### config.mk
export PLATFORM = sky130hd
export DESIGN_NAME = seq_step_controller
export DESIGN_NICKNAME = d
export VERILOG_FILES = /design/src/rtl/seq_step_controller.sv
export SDC_FILE = /design/constraint.sdc
export NUM_CORES = 1
export LEC_CHECK = 0
export CAP_MARGIN = 40
export CORE_UTILIZATION = 35
export CTS_CLUSTER_DIAMETER = 50
export CTS_CLUSTER_SIZE = 16
export DETAILED_ROUTE_END_ITERATION = 16
export HOLD_SLACK_MARGIN = 0.05
export PLACE_DENSITY = 0.6
export SLEW_MARGIN = 40
export SYNTH_ARGS = -nofsm -noshare
export SYNTH_HDL_FRONTEND = slang
export SYNTH_SLANG_ARGS = --single-unit
### constraint.sdc
create_clock -name clk -period 4.1 [get_ports clk]
set_input_delay 0.615 -clock clk [delete_from_list [all_inputs] [get_ports clk]]
set_output_delay 0.615 -clock clk [all_outputs]
set_load 0.005 [all_outputs]
### src/rtl/seq_step_controller.sv
// Step-sequencer controller: rotary/button editing of an 8-step note pattern plus a tempo step clock.
// Optional build macro SEQ_CURSOR_WRAP_EN makes the browse cursor wrap instead of saturating.
module seq_step_controller #(
  parameter int STEP_TICKS = 3_000_000,
  parameter int NOTE_W     = 3
) (
  input  logic              clk,
  input  logic              rst_n,
  input  logic [2:0]        rotary_position,
  input  logic              button_pressed,
  input  logic              run_en,
  output logic [2:0]        cursor,
  output logic              edit_mode,
  output logic [2:0]        play_step,
  output logic [NOTE_W-1:0] play_note,
  output logic [NOTE_W-1:0] cursor_note,
  output logic              step_strobe
);

  localparam int              TW       = $clog2(STEP_TICKS);
  localparam logic [TW-1:0]   TERM     = TW'(STEP_TICKS - 1);
  localparam logic [NOTE_W-1:0] NOTE_MAX = '1;

  typedef enum logic {
    ST_BROWSE = 1'b0,
    ST_EDIT   = 1'b1
  } state_t;

  state_t            r_state;
  state_t            w_state_nxt;

  logic [2:0]        r_prev_pos;
  logic              r_btn_q;
  logic [2:0]        r_cursor;
  logic [NOTE_W-1:0] r_pattern [8];
  logic [2:0]        r_play_step;
  logic [TW-1:0]     r_timer;
  logic              r_strobe;

  logic [2:0]        w_delta;
  logic              w_inc;
  logic              w_dec;
  logic              w_btn_evt;
  logic              w_cur_inc;
  logic              w_cur_dec;
  logic              w_note_inc;
  logic              w_note_dec;
  logic [2:0]        w_cursor_nxt;
  logic [NOTE_W-1:0] w_note_cur;
  logic [NOTE_W-1:0] w_note_nxt;
  logic              w_term;

  // Mod-8 difference: 7->0 yields 1 (clockwise), 0->7 yields 7 (counter-clockwise).
  assign w_delta   = rotary_position - r_prev_pos;
  assign w_inc     = (w_delta == 3'd1);
  assign w_dec     = (w_delta == 3'd7);
  assign w_btn_evt = button_pressed & ~r_btn_q;

  // Rotary events act on the pre-transition state; the button toggles the state on the same edge.
  always_comb begin
    w_state_nxt = r_state;
    w_cur_inc   = 1'b0;
    w_cur_dec   = 1'b0;
    w_note_inc  = 1'b0;
    w_note_dec  = 1'b0;
    case (r_state)
      ST_BROWSE: begin
        w_cur_inc = w_inc;
        w_cur_dec = w_dec;
        if (w_btn_evt) w_state_nxt = ST_EDIT;
      end
      ST_EDIT: begin
        w_note_inc = w_inc;
        w_note_dec = w_dec;
        if (w_btn_evt) w_state_nxt = ST_BROWSE;
      end
      default: w_state_nxt = ST_BROWSE;
    endcase
  end

  always_comb begin
    w_cursor_nxt = r_cursor;
`ifdef SEQ_CURSOR_WRAP_EN
    if (w_cur_inc)      w_cursor_nxt = r_cursor + 3'd1;
    else if (w_cur_dec) w_cursor_nxt = r_cursor - 3'd1;
`else
    if (w_cur_inc && (r_cursor != 3'd7))      w_cursor_nxt = r_cursor + 3'd1;
    else if (w_cur_dec && (r_cursor != 3'd0)) w_cursor_nxt = r_cursor - 3'd1;
`endif
  end

  assign w_note_cur = r_pattern[r_cursor];

  always_comb begin
    w_note_nxt = w_note_cur;
    if (w_note_inc && (w_note_cur != NOTE_MAX))             w_note_nxt = w_note_cur + 1'b1;
    else if (w_note_dec && (w_note_cur != '0)) w_note_nxt = w_note_cur - 1'b1;
  end

  assign w_term = run_en && (r_timer == TERM);

  always_ff @(posedge clk) begin
    if (!rst_n) begin
      r_state    <= ST_BROWSE;
      r_prev_pos <= rotary_position;
      r_btn_q    <= button_pressed;
      r_cursor   <= 3'd0;
      for (int i = 0; i < 8; i++) r_pattern[i] <= '0;
    end else begin
      r_state    <= w_state_nxt;
      r_prev_pos <= rotary_position;
      r_btn_q    <= button_pressed;
      r_cursor   <= w_cursor_nxt;
      if (w_note_inc || w_note_dec) r_pattern[r_cursor] <= w_note_nxt;
    end
  end

  // Step clock: holds while run_en is low, so a low period stretches the step by that many cycles.
  always_ff @(posedge clk) begin
    if (!rst_n) begin
      r_timer     <= '0;
      r_play_step <= 3'd0;
      r_strobe    <= 1'b0;
    end else begin
      r_strobe <= 1'b0;
      if (w_term) begin
        r_timer     <= '0;
        r_play_step <= r_play_step + 3'd1;
        r_strobe    <= 1'b1;
      end else if (run_en) begin
        r_timer <= r_timer + 1'b1;
      end
    end
  end

  assign cursor      = r_cursor;
  assign edit_mode   = (r_state == ST_EDIT);
  assign play_step   = r_play_step;
  assign step_strobe = r_strobe;
  assign play_note   = r_pattern[r_play_step];
  assign cursor_note = r_pattern[r_cursor];

endmodule

; After elaboration in Yosys (flattened, before gate mapping)
; Memories as Yosys holds them, arrays and structs flattened. A register that Yosys moved wholly into a read port is not among the register bits.
; Index checks and enable logic that the tools add are counted.
; W data, S select, Z words.
[totals]
reg_bits = 34
mem_bits_rw = 24
input_bits = 7
out_inout_bits = 14
word_cells = 58
memories = 1
[classes]
addsub = 7
eq_ne = 5
mux = 23
n_bitwise = 4
n_reduce_logical = 11
[mem_list]
columns = name, depth, word_bits, rd, rd_ports_with_merged_regs, wr, line_no
row1 = r_pattern, 8, 3, 2, 2, 8, 35  ; logic [NOTE_W-1:0] r_pattern [8];
[ops]
columns = op, n
row1 = $mux W3, 10
row2 = $add A22 B1 Y22 const B, 1
row3 = $eq A22 B22 Y1 const B, 1
row4 = $mux W1, 12
row5 = $add A3 B1 Y3 const B, 3
row6 = $ne A3 B3 Y1 const B, 2
row7 = $reduce_bool A3 Y1, 2
row8 = $sub A3 B1 Y3 const B, 2
row9 = $logic_and A1 B1 Y1, 5
row10 = $eq A3 B1 Y1 const B, 1
row11 = $eq A3 B3 Y1 const B, 1
row12 = $not A1 Y1, 3
row13 = $reduce_or A3 Y1, 1
row14 = $sub A3 B3 Y3, 1
row15 = $pmux W1 S2, 1
row16 = $reduce_bool A2 Y1, 1
row17 = $reduce_or A2 Y1, 1
row18 = $and A1 B1 Y1, 1
row19 = $logic_or A1 B1 Y1, 1

; Logic depth before layout (Yosys ltp)
[depth]
word_depth = 9
ltp_mapped = 11

; Worst setup path after synthesis
; OpenSTA, ideal clock, no wires.
[synth_path]
kind = input -> register
from = input rotary_position[0]
to = register with a tool-made name
arrival_time_ns = 2.861
required_time_ns = 3.982
path_slack_ns = 1.121
cell_stages = 11
n_path_buf = 1
cell_sequence = inv_1 > ha_1 > inv_1 > fa_1 > buf_1 > nand4bb_1 > fa_1 > nor4b_1 > a21oi_1 > o32ai_1 > o21a_1
[synth_rtl]
columns = element, line_no
row1 = "start, declared", 9  ; input logic [2:0] rotary_position,

; Worst setup path in the final report
[layout_path]
from = input rotary_position[0]
to = register r_cursor[1] (netlist: cursor[1])
[layout_between]
elab_chain_cells = 5
[layout_lines]
columns = element, line_no
row1 = $sub A3 B3 Y3, 54  ; assign w_delta = rotary_position - r_prev_pos;
row2 = $eq A3 B1 Y1, 55  ; assign w_inc = (w_delta == 3'd1);
row3 = $mux W1, 66  ; case (r_state)
row4 = $logic_and A1 B1 Y1, 87  ; if (w_cur_inc && (r_cursor != 3'd7)) w_cursor_nxt = r_cursor + 3'd1;
row5 = $mux W3, 87
row6 = net w_cursor_nxt[1], 48  ; logic [2:0] w_cursor_nxt;
row7 = "end signal, assigned", 113  ; r_cursor <= w_cursor_nxt;
row8 = "end, declared", 34  ; logic [2:0] r_cursor;
; The timed path passes the listed nets, and every way through them passes these cells.
; A chain may end at the register's enable or synchronous reset.

==> results.py <==
metrics = {
    "sta": {
        "finalWorstPathRequiredPeriod_ns": 3.27,
        "total_negative_slack_ns": 0,
        "report.final.hold_viol_count": 0,
        "maxClockFrequency_mhz": 306,
        "final_worst_path_period_share": 0.797,
        "slew_headroom": 0.643,
        "tightestPinTransition_ns": 0.534,
        "drv_slew": 0,
        "fin_worst_skew_ns": 0.00539,
        "rsz0062_at_grt": "false",
        "report.final.setup_viol": 0,
    },
    "global_routing": {
        "met1_usage": 0.190,
        "number_of_global_route_vias_before_repair": 2399,
        "grt_antenna_before_repair": 0,
        "grtUsageTotal": 0.152,
        "globalRouteMet3Util": 0.0348,
        "grt_overflow_total": 0,
        "grt_most_used_layer": "met2",
        "grt_util_met2": 0.250,
        "grt_start_max_net_pins": 22,
        "global_route_wire_length_before_repair_um": 11700,
    },
    "place": {
        "placed_cells": 450,
        "portBuffers": 20,
        "gpl.final_weighted_congestion": 0.751,
        "dp_hpwl_um": 4950,
    },
    "job": {
        "maxCapViolations": 0,
    },
    "clock_network": {
        "clk_latency_ns": 0.33,
        "clock_path_buffers": 2,
        "post_cts.repair.setup_buffers": 0,
        "number_of_cells_upsized_or_downsized_after_cts": 0,
        "cts_sinks": 64,
        "cts_tree": "done",
        "holdBufCountCts": 0,
        "cts.htree.levels": 3,
        "clk_pin_slew_worst_paths_ns": 0.07,
        "cts_root_buffer": "clkbuf_8",
        "numCtsBuffers": 9,
    },
    "floorplanning": {
        "core.rowCount": 35,
        "core_footprint_mm2": 0.00924,
        "design.die.area_mm2": 0.00998,
        "start_util": 0.363,
        "num_io_pins": 21,
        "fp.dieW_um": 99.9,
        "dieHeight_um": 99.9,
    },
    "synth": {
        "synth.lib_cells_used.distinct": 50,
        "synthCells": 314,
        "synth.yosys.warnings": 0,
        "postSynth.topFlopCell": "dfxtp_1",
        "synth_fp_nets": 330,
        "ys_seq_area_frac": 0.454,
        "synth_enable_flop_cells": 24,
        "synth.ff_latch_count": 64,
        "synthArstFlopShare": 0,
        "post_synth.cell_area_avg_um2": 10.7,
        "synthesis.area_mm2": 0.00335,
    },
    "critical_path": {
        "critical-path-max-stage-delay_ns": 0.56,
        "endpoint_kind": "flop",
        "criticalPathCategory": "in2reg",
        "crit_path_start_kind": "input pin",
        "worst_ep_required_time_ns": 4.37,
        "timing.critical_path.fanout_max": 10,
        "worst_path_max_delay_cell": "fa_1",
        "crit_chain": "clkdlybuf4s50_1, inv_1, ha_1, inv_1, fa_1, xnor3_2, nand4bb_1, fa_1, nor4b_1, a21oi_1, o32ai_1, o21a_1",
        "worst-endpoint-arrival_ns": 3.54,
    },
    "routing": {
        "detail_route.drc_violations": 0,
        "detailedRoute.firstPassIterationCount": 4,
        "vias": 2386,
        "final_ant_viol_nets": 0,
        "route.detailed.wl_per_inst_um": 14.3,
        "drt-total-wl_um": 6670,
        "drt_iter0_markers": 96,
        "post_drt_via_cell_ratio": 5.12,
    },
    "worst_hold_path": {
        "hold_class": "reg2reg",
    },
    "pwr": {
        "irDropWorstVdd_v": 0.000159,
        "p_sw_frac": 0.258,
        "power.density_cell_area_mw_per_mm2": 398,
        "power.clock.fraction": 0.369,
        "power.net_switching_uw": 397,
        "internal-power_mw": 1.14,
        "p_seq_frac": 0.464,
        "leakagePower_nw": 1.30,
        "share_of_power_burned_in_combinational_logic": 0.168,
    },
    "cells_and_area": {
        "layoutNonFillerInstCount": 466,
        "ant_diodes": 0,
        "area_growth_pct": 15.5,
        "layout-drive-gt1-share": 0.148,
        "final_net_count": 348,
    },
    "run_status": {
        "outcome": "finished, final reports clean",
    },
}
==> state kept, by name (all words and copies together), names as in the netlist, named ones only <==
register / flops
r_prev_pos: 3
r_timer: 22
edit_mode: 1
play_step: 3
cursor: 3
step_strobe: 1
r_btn_q: 1
r_pattern: 24
==> power by group through the flow <==
| stage | Combinational (mW) | Clock, mW | Sequential (mW) |
|---|---|---|---|
| 2_1_floorplan | 0.191 | 0 | 0.711 |
| 3_3_place_gp | 0.254 | 0 | 0.729 |
| 3_5_place_dp | 0.260 | 0 | 0.730 |
| 4_1_cts | 0.260 | 0.584 | 0.715 |
| 5_1_grt | 0.285 | 0.618 | 0.720 |
| 6_report | 0.258 | 0.568 | 0.715 |
==> cells in the mapped netlist (3+ instances only) <==
cell,count,area share
nand2b_1,6,0.011
mux4_2,12,0.081
nor2b_1,3,0.0056
nand3_1,10,0.015
inv_1,14,0.016
buf_2,5,0.0075
mux2i_1,6,0.018
ha_1,7,0.026
clkbuf_1,9,0.010
a21oi_1,11,0.016
nor2_1,27,0.030
dfxtp_1,40,0.24
o31ai_1,8,0.018
xnor2_1,9,0.024
or3_1,5,0.0093
a21oi_2,5,0.013
nor3_1,21,0.031
nor4b_1,3,0.0078
or4_1,9,0.020
nand4_1,8,0.015
nor4_1,6,0.011
nand2_1,27,0.030
xor2_1,5,0.013
mux2_2,6,0.020
edfxtp_1,24,0.21
==> worst max-delay path, delay by kind of cell <==
kind,cells,cell delay [ns]
fa+ha+maj,3,1.06
simple gates,2,0.60
buf+inv,3,0.53
xor+xnor,1,0.37
compound gates,3,0.36
==> layer usage <==
metal / share of wire / routed length, um / vias to the layer above
met5: 0 / 0 / -
met4: 0.0057 / 38 / 0
met3: 0.031 / 204 / 2
met2: 0.48 / 3200 / 36
met1: 0.48 / 3230 / 1151
li1: - / - / 1197
==> stage by stage <==
stage	hold WS, ns	util	total power [mW]	cell area, um2	setup slack [ns]
after floorplan	0.448	-	0.902	3350	1.12
after global placement	0.469	0.397	0.984	3670	0.634
after detailed placement	0.485	0.397	0.989	3670	0.537
after CTS	0.494	0.419	1.56	3870	0.811
after global routing	0.515	0.419	1.62	3870	0.623
final	0.497	0.419	1.54	3870	0.831
==> path summary, 6_finish.rpt <==
path,end,startpoint,slack [ns],cells past startpoint
max reg2reg,r_pattern[6][2],flop,0.85,8
min,r_timer[18],r_timer[18],0.50,2
min reg2reg,r_timer[18],r_timer[18],0.50,2
max,cursor[1],rotary_position[0],0.83,12
==> cells in the final DEF, fill, tap and decap left out, types with 8 or more instances in the layout <==
cell type,n
a21oi_1,11
clkbuf_8,9
clkdlybuf4s50_1,20
dfxtp_1,40
edfxtp_1,24
inv_1,14
mux4_2,12
nand2_1,27
nand3_1,10
nand4_1,8
nor2_1,27
nor3_1,21
or4_1,9
xnor2_1,9
==> layout make-up <==
type                    count  area (um2)
fillers                   873        5370
clock inverters             4        70.1
flip-flops and latches     64        1520
repair buffers             23         223
inverters                  14        52.6
well taps                 129         161
multi-input cells         220        1710
clock buffers              12         135
==> cells by family (layout without fill, tap and decap cells) <==
logic type               count (synthesis)  count (layout)  share of synthesized area
multiplexers                            25              25                      0.125
XOR/XNOR                                17              17                     0.0567
adder cells (fa/ha/maj)                  9               9                     0.0381
AND/OR/NAND/NOR                        138             138                      0.225
flip-flops                              64              64                      0.454
buffers and inverters                   30              53                     0.0377
AO/OA/AOI/OAI                           31              31                     0.0631
No activity file was read; power rests on OpenSTA's default activity.
